File: src/rtl/icache.sv
// icache: direct-mapped one-word-per-line instruction cache with single outstanding fill
module icache #(
  parameter int INDEX_BITS = 6
) (
  input  logic        clk,
  input  logic        rst,
  input  logic        rdy,
  input  logic        rollback,
  input  logic        fetch_req,
  input  logic [31:0] fetch_pc,
  output logic        ins_valid,
  output logic [31:0] ins_out,
  output logic        busy,
  output logic [31:0] mc_pc,
  output logic        mc_miss,
  input  logic        mc_finish,
  input  logic [31:0] mc_ins
);
  localparam int LINES = 1 << INDEX_BITS;
  localparam int TW = 32 - INDEX_BITS - 2;
  typedef enum logic {IDLE, MISS} state_t;
  state_t state_q;
  logic busy_q, ins_valid_q;
  logic [31:0] ins_out_q, miss_pc_q;
  logic [31:0] data_q [LINES];
  logic [TW-1:0] tag_q [LINES];
  logic [LINES-1:0] valid_q;
  logic [INDEX_BITS-1:0] idx, midx;
  logic hit;
  logic unused_ok;
  assign idx = fetch_pc[INDEX_BITS+1:2];
  assign midx = miss_pc_q[INDEX_BITS+1:2];
  assign hit = valid_q[idx] && tag_q[idx] == fetch_pc[31:INDEX_BITS+2];
  assign unused_ok = &{1'b0, fetch_pc[1:0]};
  assign mc_miss = state_q == MISS && !mc_finish && !rollback;
  assign mc_pc = state_q == MISS ? miss_pc_q : 32'd0;
  assign busy = busy_q;
  assign ins_valid = ins_valid_q;
  assign ins_out = ins_out_q;
  // Lookup/fill FSM; rdy low freezes everything, rollback drops any pending fill unwritten
  always_ff @(posedge clk) begin
    if (rst) begin
      valid_q <= '0;
      state_q <= IDLE;
      busy_q <= 1'b0;
      ins_valid_q <= 1'b0;
      ins_out_q <= '0;
      miss_pc_q <= '0;
    end else if (rdy) begin
      ins_valid_q <= 1'b0;
      if (rollback) begin
        state_q <= IDLE;
        busy_q <= 1'b0;
      end else if (state_q == IDLE) begin
        if (fetch_req && hit) begin
          ins_valid_q <= 1'b1;
          ins_out_q <= data_q[idx];
        end else if (fetch_req) begin
          miss_pc_q <= fetch_pc;
          state_q <= MISS;
          busy_q <= 1'b1;
        end
      end else if (mc_finish) begin
        data_q[midx] <= mc_ins;
        tag_q[midx] <= miss_pc_q[31:INDEX_BITS+2];
        valid_q[midx] <= 1'b1;
        ins_valid_q <= 1'b1;
        ins_out_q <= mc_ins;
        busy_q <= 1'b0;
        state_q <= IDLE;
      end
    end
  end
endmodule

File: config.mk
export PLATFORM = sky130hd
export DESIGN_NAME = icache
export DESIGN_NICKNAME = d
export VERILOG_FILES = /design/src/rtl/icache.sv
export SDC_FILE = /design/constraint.sdc
export NUM_CORES = 2
export LEC_CHECK = 0
export CORE_UTILIZATION = 46
export DETAILED_ROUTE_END_ITERATION = 10
export MAX_ROUTING_LAYER = met4
export SLEW_MARGIN = 20
export SYNTH_ARGS = -nofsm -noshare
export SYNTH_HDL_FRONTEND = slang
export SYNTH_SLANG_ARGS = --single-unit
export TNS_END_PERCENT = 1
File: constraint.sdc
create_clock -name clk -period 7.1 [get_ports clk]
set_clock_uncertainty 0.05 [all_clocks]
set_input_delay 1.065 -clock clk [delete_from_list [all_inputs] [get_ports clk]]
set_output_delay 1.065 -clock clk [all_outputs]
set_load 0.01 [all_outputs]
; Word level (Yosys, flattened, before mapping)
; Memory sizes are Yosys's and may differ from the RTL's.
; Index checks and enable logic that the tools add are counted.
[word_totals]
input_bits = 70
ram_bits = 3584
word_cells = 59
output_inout_bits = 67
regBits = 131
memories = 2
[mem_list]
columns = memory, words, width, read_ports, rd_clocked_by_memory_dff, wr, line
row1 = data_q, 64, 32, 1, 0, 1, 25  ; logic [31:0] data_q [LINES];
row2 = tag_q, 64, 24, 1, 0, 1, 26  ; logic [TW-1:0] tag_q [LINES];
[op_classes]
n_reduce_logical = 13
mux = 27
bitwise = 4
eq_ne = 4
order_cmp = 3
[ops]
columns = cell, n
row1 = 32-bit 2-to-1 mux, 4
row2 = 64-bit OR, 1
row3 = 24-bit equality test, 1
row4 = 1-bit 2-to-1 mux, 21
row5 = 6-bit by 7-bit less-than comparator with 1-bit output (second input constant), 2
row6 = 4-bit AND reduction, 3
row7 = 1-bit binary-select mux with 6-bit select, 1
row8 = 1-bit demux with 6-bit select, 1
row9 = 6-bit by 1-bit >= comparator with 1-bit output (second input constant), 1
row10 = 3-bit != test (second input constant), 2
row11 = 1-bit logical AND, 5
row12 = 5-bit AND reduction, 1
row13 = 1-bit NOT, 3
row14 = 3-bit nonzero test, 1
row15 = 1-bit logical NOT, 2
row16 = 2-bit != test (second input constant), 1
row17 = 2-bit nonzero test, 1

; Depth between registers and ports, before layout
[logic_depth]
word_depth = 7
ltp_mapped = 19
mapped_depth_nobuf = 10

; Worst setup path after synthesis
; Ideal clock, no wire load.
[synth_path]
path_type = in2reg
start = input rst
end = memory data_q[15][0], enable pin
n_path_buf = 2
required_ns = 6.580
setup_time_ns = 0.470
slack_ns = 1.963
t_arrival_ns = 4.617
cell_stages = 5
cell_sequence = clkbuf_1 > nor4b_1 > nand3_1 > clkbuf_1 > nor2_1
[synth_between]
elab_chain_cells = 2
[synth_lines]
columns = element, line
row1 = from (decl), 6  ; input logic rst,
row2 = 1-bit 2-to-1 mux, 42  ; if (rst) begin
row3 = 1-bit 2-to-1 mux (implied by the code), 64  ; data_q[midx] <= mc_ins;
row4 = to (decl), 25
; No other way between the ends.

; Worst setup path in the final report
[layout_path]
start = input fetch_pc[2]
end = register ins_out_q[4], in the netlist ins_out[4]
[layout_between]
elab_chain_cells = 6
word_cells_on_any_way = 11
classes_between = eq/ne (1) / mux (4) / reduce/logical (4) / memory (2)
[layout_lines]
columns = element, line
row1 = from (decl), 10  ; input logic [31:0] fetch_pc,
row2 = memory 64 x 24 bit / 1-bit binary-select mux with 6-bit select (equally long branches), --
row3 = 24-bit equality test / 1-bit 2-to-1 mux (equally long branches), 33  ; assign hit = valid_q[idx] && tag_q[idx] == fetch_pc[31:INDEX_BITS+2];
row4 = 1-bit logical AND, 33
row5 = 1-bit logical AND, 55  ; if (fetch_req && hit) begin
row6 = 2-bit nonzero test (no source line), --
row7 = 4-bit AND reduction (no source line), --
row8 = to (signal assigned), 57  ; ins_out_q <= data_q[idx];
row9 = to (signal assigned), 68  ; ins_out_q <= mc_ins;
row10 = to (decl), 24  ; logic [31:0] ins_out_q, miss_pc_q;
; Parallel ways exist; a longest one is shown, timed or not. The select of a mux whose other input is x is not followed.
; A chain may end at the register's enable or synchronous reset.

==> key figures <==
Status
  • Outcome: complete, no violations

Synth
  • Seq/Total Area, Yosys: 76.8%
  • #FFs+latches synth: 3715
  • Post-synth EDFFs: 3584
  • Main synth FF type: edfxtp_1
  • Synth cell types: 76
  • Mapped Nets: 6496
  • Cell count after synthesis: 6426
  • Post-synthesis async set-or-reset flop share: 0%
  • Syn_area_per_cell: 22.3 um^2
  • Synth Warn #: 0
  • Synth Cell Area: 0.144 mm^2

Routing
  • Drt via density: 6.47
  • Routed wire per std cell: 38.0 um
  • Routed wire length: ~430 mm
  • Initial drt markers: around 11000
  • DRT antenna net count: 0
  • Vias post-DR: about 73000
  • TritonRoute pass-1 iters: 5
  • Residual DRC: 0

Clocking
  • Max Root-Sink Buffers: 4
  • Skew-Pair Late Insertion Delay: 970 ps
  • Setup Buffers After CTS: 0
  • CTS clock-pin slew for the worst setup and hold paths: ~60 ps
  • Post-CTS Resized: 0
  • CTS Root Cell: clkbuf_16
  • Clk sinks: 3715
  • CTS tree: done
  • CTS Buf Count: 382
  • Post-CTS Hold Buffers: 0
  • H-tree levels: 5

Floorplan
  • Rows: between 200 and 250
  • Core area: 0.310 mm^2
  • Top Ports: between 100 and 150
  • Die Y: 561 um
  • Die X: roughly 560 um
  • Die ar.: between 0.3 and 0.4 mm^2
  • Starting Density: 46.4%

Timing
  • Least-Margin Pin Slew: 1180 ps
  • Final Hold Vio Count: 0
  • Fin crit period: around 5200 ps
  • Setup TNS Final: 0 ps
  • RSZ-0062 raised after global routing: no
  • Max-slew violation count: 0
  • Ratio of final minimum period to clock period: 72.9%
  • Max frequency: about 0.19 GHz
  • Max-slew headroom: 21.5%
  • Final setup fails: 0

GRT
  • GRT overflow: 0
  • GRT Overall Usage: 28.1%
  • First-pass GRT wire length: 592 mm
  • Initial antenna violation count: 29
  • Vias in the first global route: 71700
  • Largest net degree at the start of global routing: 138

Pwr
  • Power Dens Cells: 277 mW/mm^2
  • Sw Share: 21.4%
  • Cell Int Power: ~0.036 W
  • Share of power burned in registers: 52.9%
  • LEAKAGE: 49.5 nW
  • Part of the power in combinational logic: 4.3%
  • Peak supply drop: 0.221 mV
  • Clock share of power: 42.8%
  • Switch Pwr: 0.00969 W

Cells and area
  • Commonest non-fill, non-tap cells in the layout: 3584 x edfxtp_1, 971 x mux4_2, 388 x clkbuf_16, 288 x mux2i_1, 221 x buf_4
  • Fin area: 0.164 mm^2
  • Filler cells: 23500
  • Share of cells above drive strength 1: roughly 28%
  • Commonest non-fill, non-tap cell in the layout: edfxtp_1
  • Storage cell area: 0.110 mm^2
  • Area of the multi-input gates: 0.0317 mm^2
  • Syn-to-layout area delta: 14.3%
  • Utilization after layout: 53.0%
  • # nets final: 6951

Worst setup path
  • Critical-path maximum fanout: 88
  • Kind of critical path: in2reg
  • Worst path bufs/invs: 3
  • Critical path required time: 7890 ps
  • Crit path DAT: between 5000 and 6000 ps
  • CP cell instances: buf_16, buf_4, mux4_2, a22oi_1, a21oi_1, nor4b_1, nand3_1, o211ai_1, or4_1, nor4_2, a21oi_4, buf_12, mux2_4
  • Largest delay share family, worst path: simple AND/OR/NAND/NOR gates
  • Critical path's slowest cell: nor4b_1
  • CP Capture Type: flip-flop
  • CP startpoint kind: primary input
  • Crit path largest cell delay: 800 ps

Placement
  • Placed cell area: 0.152 mm^2
  • Dpl hpwl: 227 mm
  • IO buf count: 136
  • Routability cong.: 0.879

Run
  • MaxCap Viol Count: 0

Worst hold path
  • Hold WC Path Type: reg2reg
==> Yosys cell counts, types with 6 or more instances <==
cell type / number / area share, %
nand4_1: 17 / 0.074
o211ai_1: 7 / 0.037
a211oi_1: 13 / 0.068
a311oi_1: 6 / 0.037
nor2b_1: 56 / 0.24
or3b_2: 11 / 0.067
and2_1: 43 / 0.19
nand2b_1: 79 / 0.34
buf_4: 23 / 0.12
clkbuf_1: 169 / 0.44
o21ai_0: 16 / 0.056
nand3b_1: 11 / 0.058
mux2_4: 29 / 0.30
a21oi_1: 48 / 0.17
a22o_1: 19 / 0.12
inv_1: 75 / 0.20
nor2_1: 133 / 0.35
o21ai_1: 6 / 0.021
edfxtp_1: 3584 / 75
mux4_2: 971 / 15
xnor2_1: 7 / 0.043
nand2_1: 112 / 0.29
buf_1: 22 / 0.058
nor4_1: 6 / 0.026
and3_1: 16 / 0.070
xor2_1: 8 / 0.049
mux2i_1: 288 / 2.0
nor3_1: 7 / 0.024
a221oi_1: 19 / 0.12
a22oi_1: 83 / 0.43
buf_2: 117 / 0.41
mux2_2: 12 / 0.094
buf_6: 34 / 0.27
nor4b_1: 7 / 0.043
dfxtp_1: 131 / 1.8
o2111ai_1: 8 / 0.049
a31oi_1: 13 / 0.057
o22ai_1: 89 / 0.39
nand3_1: 47 / 0.16
==> sequential cells by signal, indices dropped and copies added (netlist names) <==
register / count
busy: 1
data_q: 2048
ins_out: 32
ins_valid: 1
miss_pc_q: 32
state_q: 1
tag_q: 1536
valid_q: 64
==> power by group through the flow <==
stage / registers [W] / logic, W / clock network [W]
6_report: 0.0240 / 0.00195 / 0.0194
5_1_grt: 0.0240 / 0.00204 / 0.0205
4_1_cts: 0.0240 / 0.00195 / 0.0197
3_5_place_dp: 0.0244 / 0.00195 / 0
3_3_place_gp: 0.0244 / 0.00192 / 0
2_1_floorplan: 0.0245 / 0.00116 / 0
==> area by class of cell <==
type / instances / share of cell area, %
clock inverters: 203 / 1.11
flip-flops and latches: 3715 / 67.2
multi-input cells: 2266 / 19.3
well taps: 4120 / 3.14
diodes: 14 / 0.0214
repair buffers: 438 / 2.79
inverters: 78 / 0.185
clock buffers: 499 / 6.23
==> stage by stage <==
stage / hold slack [ps] / std cells / setup slack [ps] / total power, W
4_1_cts: 419 / 11300 / 2040 / 0.0456
2_1_floorplan: 394 / 6426 / 1960 / 0.0256
5_1_grt: 436 / 11300 / 1860 / 0.0465
3_3_place_gp: 405 / 10600 / 871 / 0.0264
3_5_place_dp: 410 / 10600 / 1020 / 0.0264
6_report: 422 / 11300 / 1930 / 0.0454
==> worst reg2reg max path: cells and delay by family, from the launching register on <==
family          cells  cell delay [ps]
compound gates      4             1140
buf+inv             1              310
simple gates        4             1410
mux                 2              870
flops               1              360
==> worst paths after layout <==
path         depth (start not counted)           to  slack, ps         start
max                                 13   ins_out[4]       1930   fetch_pc[2]
min                                  2  valid_q[11]        420   valid_q[11]
max reg2reg                         11   ins_out[4]       2840  tag_q[30][1]
min reg2reg                          2  valid_q[11]        420   valid_q[11]
==> cell families (layout without fill, tap and decap cells) <==
family / count (synthesis) / count (layout) / synth area share, %
simple gates: 578 / 578 / 2.12
xor+xnor: 15 / 15 / 0.0915
flops: 3715 / 3715 / 76.8
mux: 1305 / 1305 / 17.7
compound gates: 368 / 368 / 1.81
buf+inv: 445 / 1218 / 1.52
other cells: 0 / 14 / 0
==> routing by layer <==
layer / global-route usage (%) / routed length (um) / vias up
met5: - / 0 / -
met4: 7.65 / 13000 / 0
met3: 5.07 / 44700 / 714
met2: 42.1 / 201000 / 4382
met1: 39.9 / 172000 / 40200
li1: - / - / 28100
No activity file was read; power rests on OpenSTA's default activity.
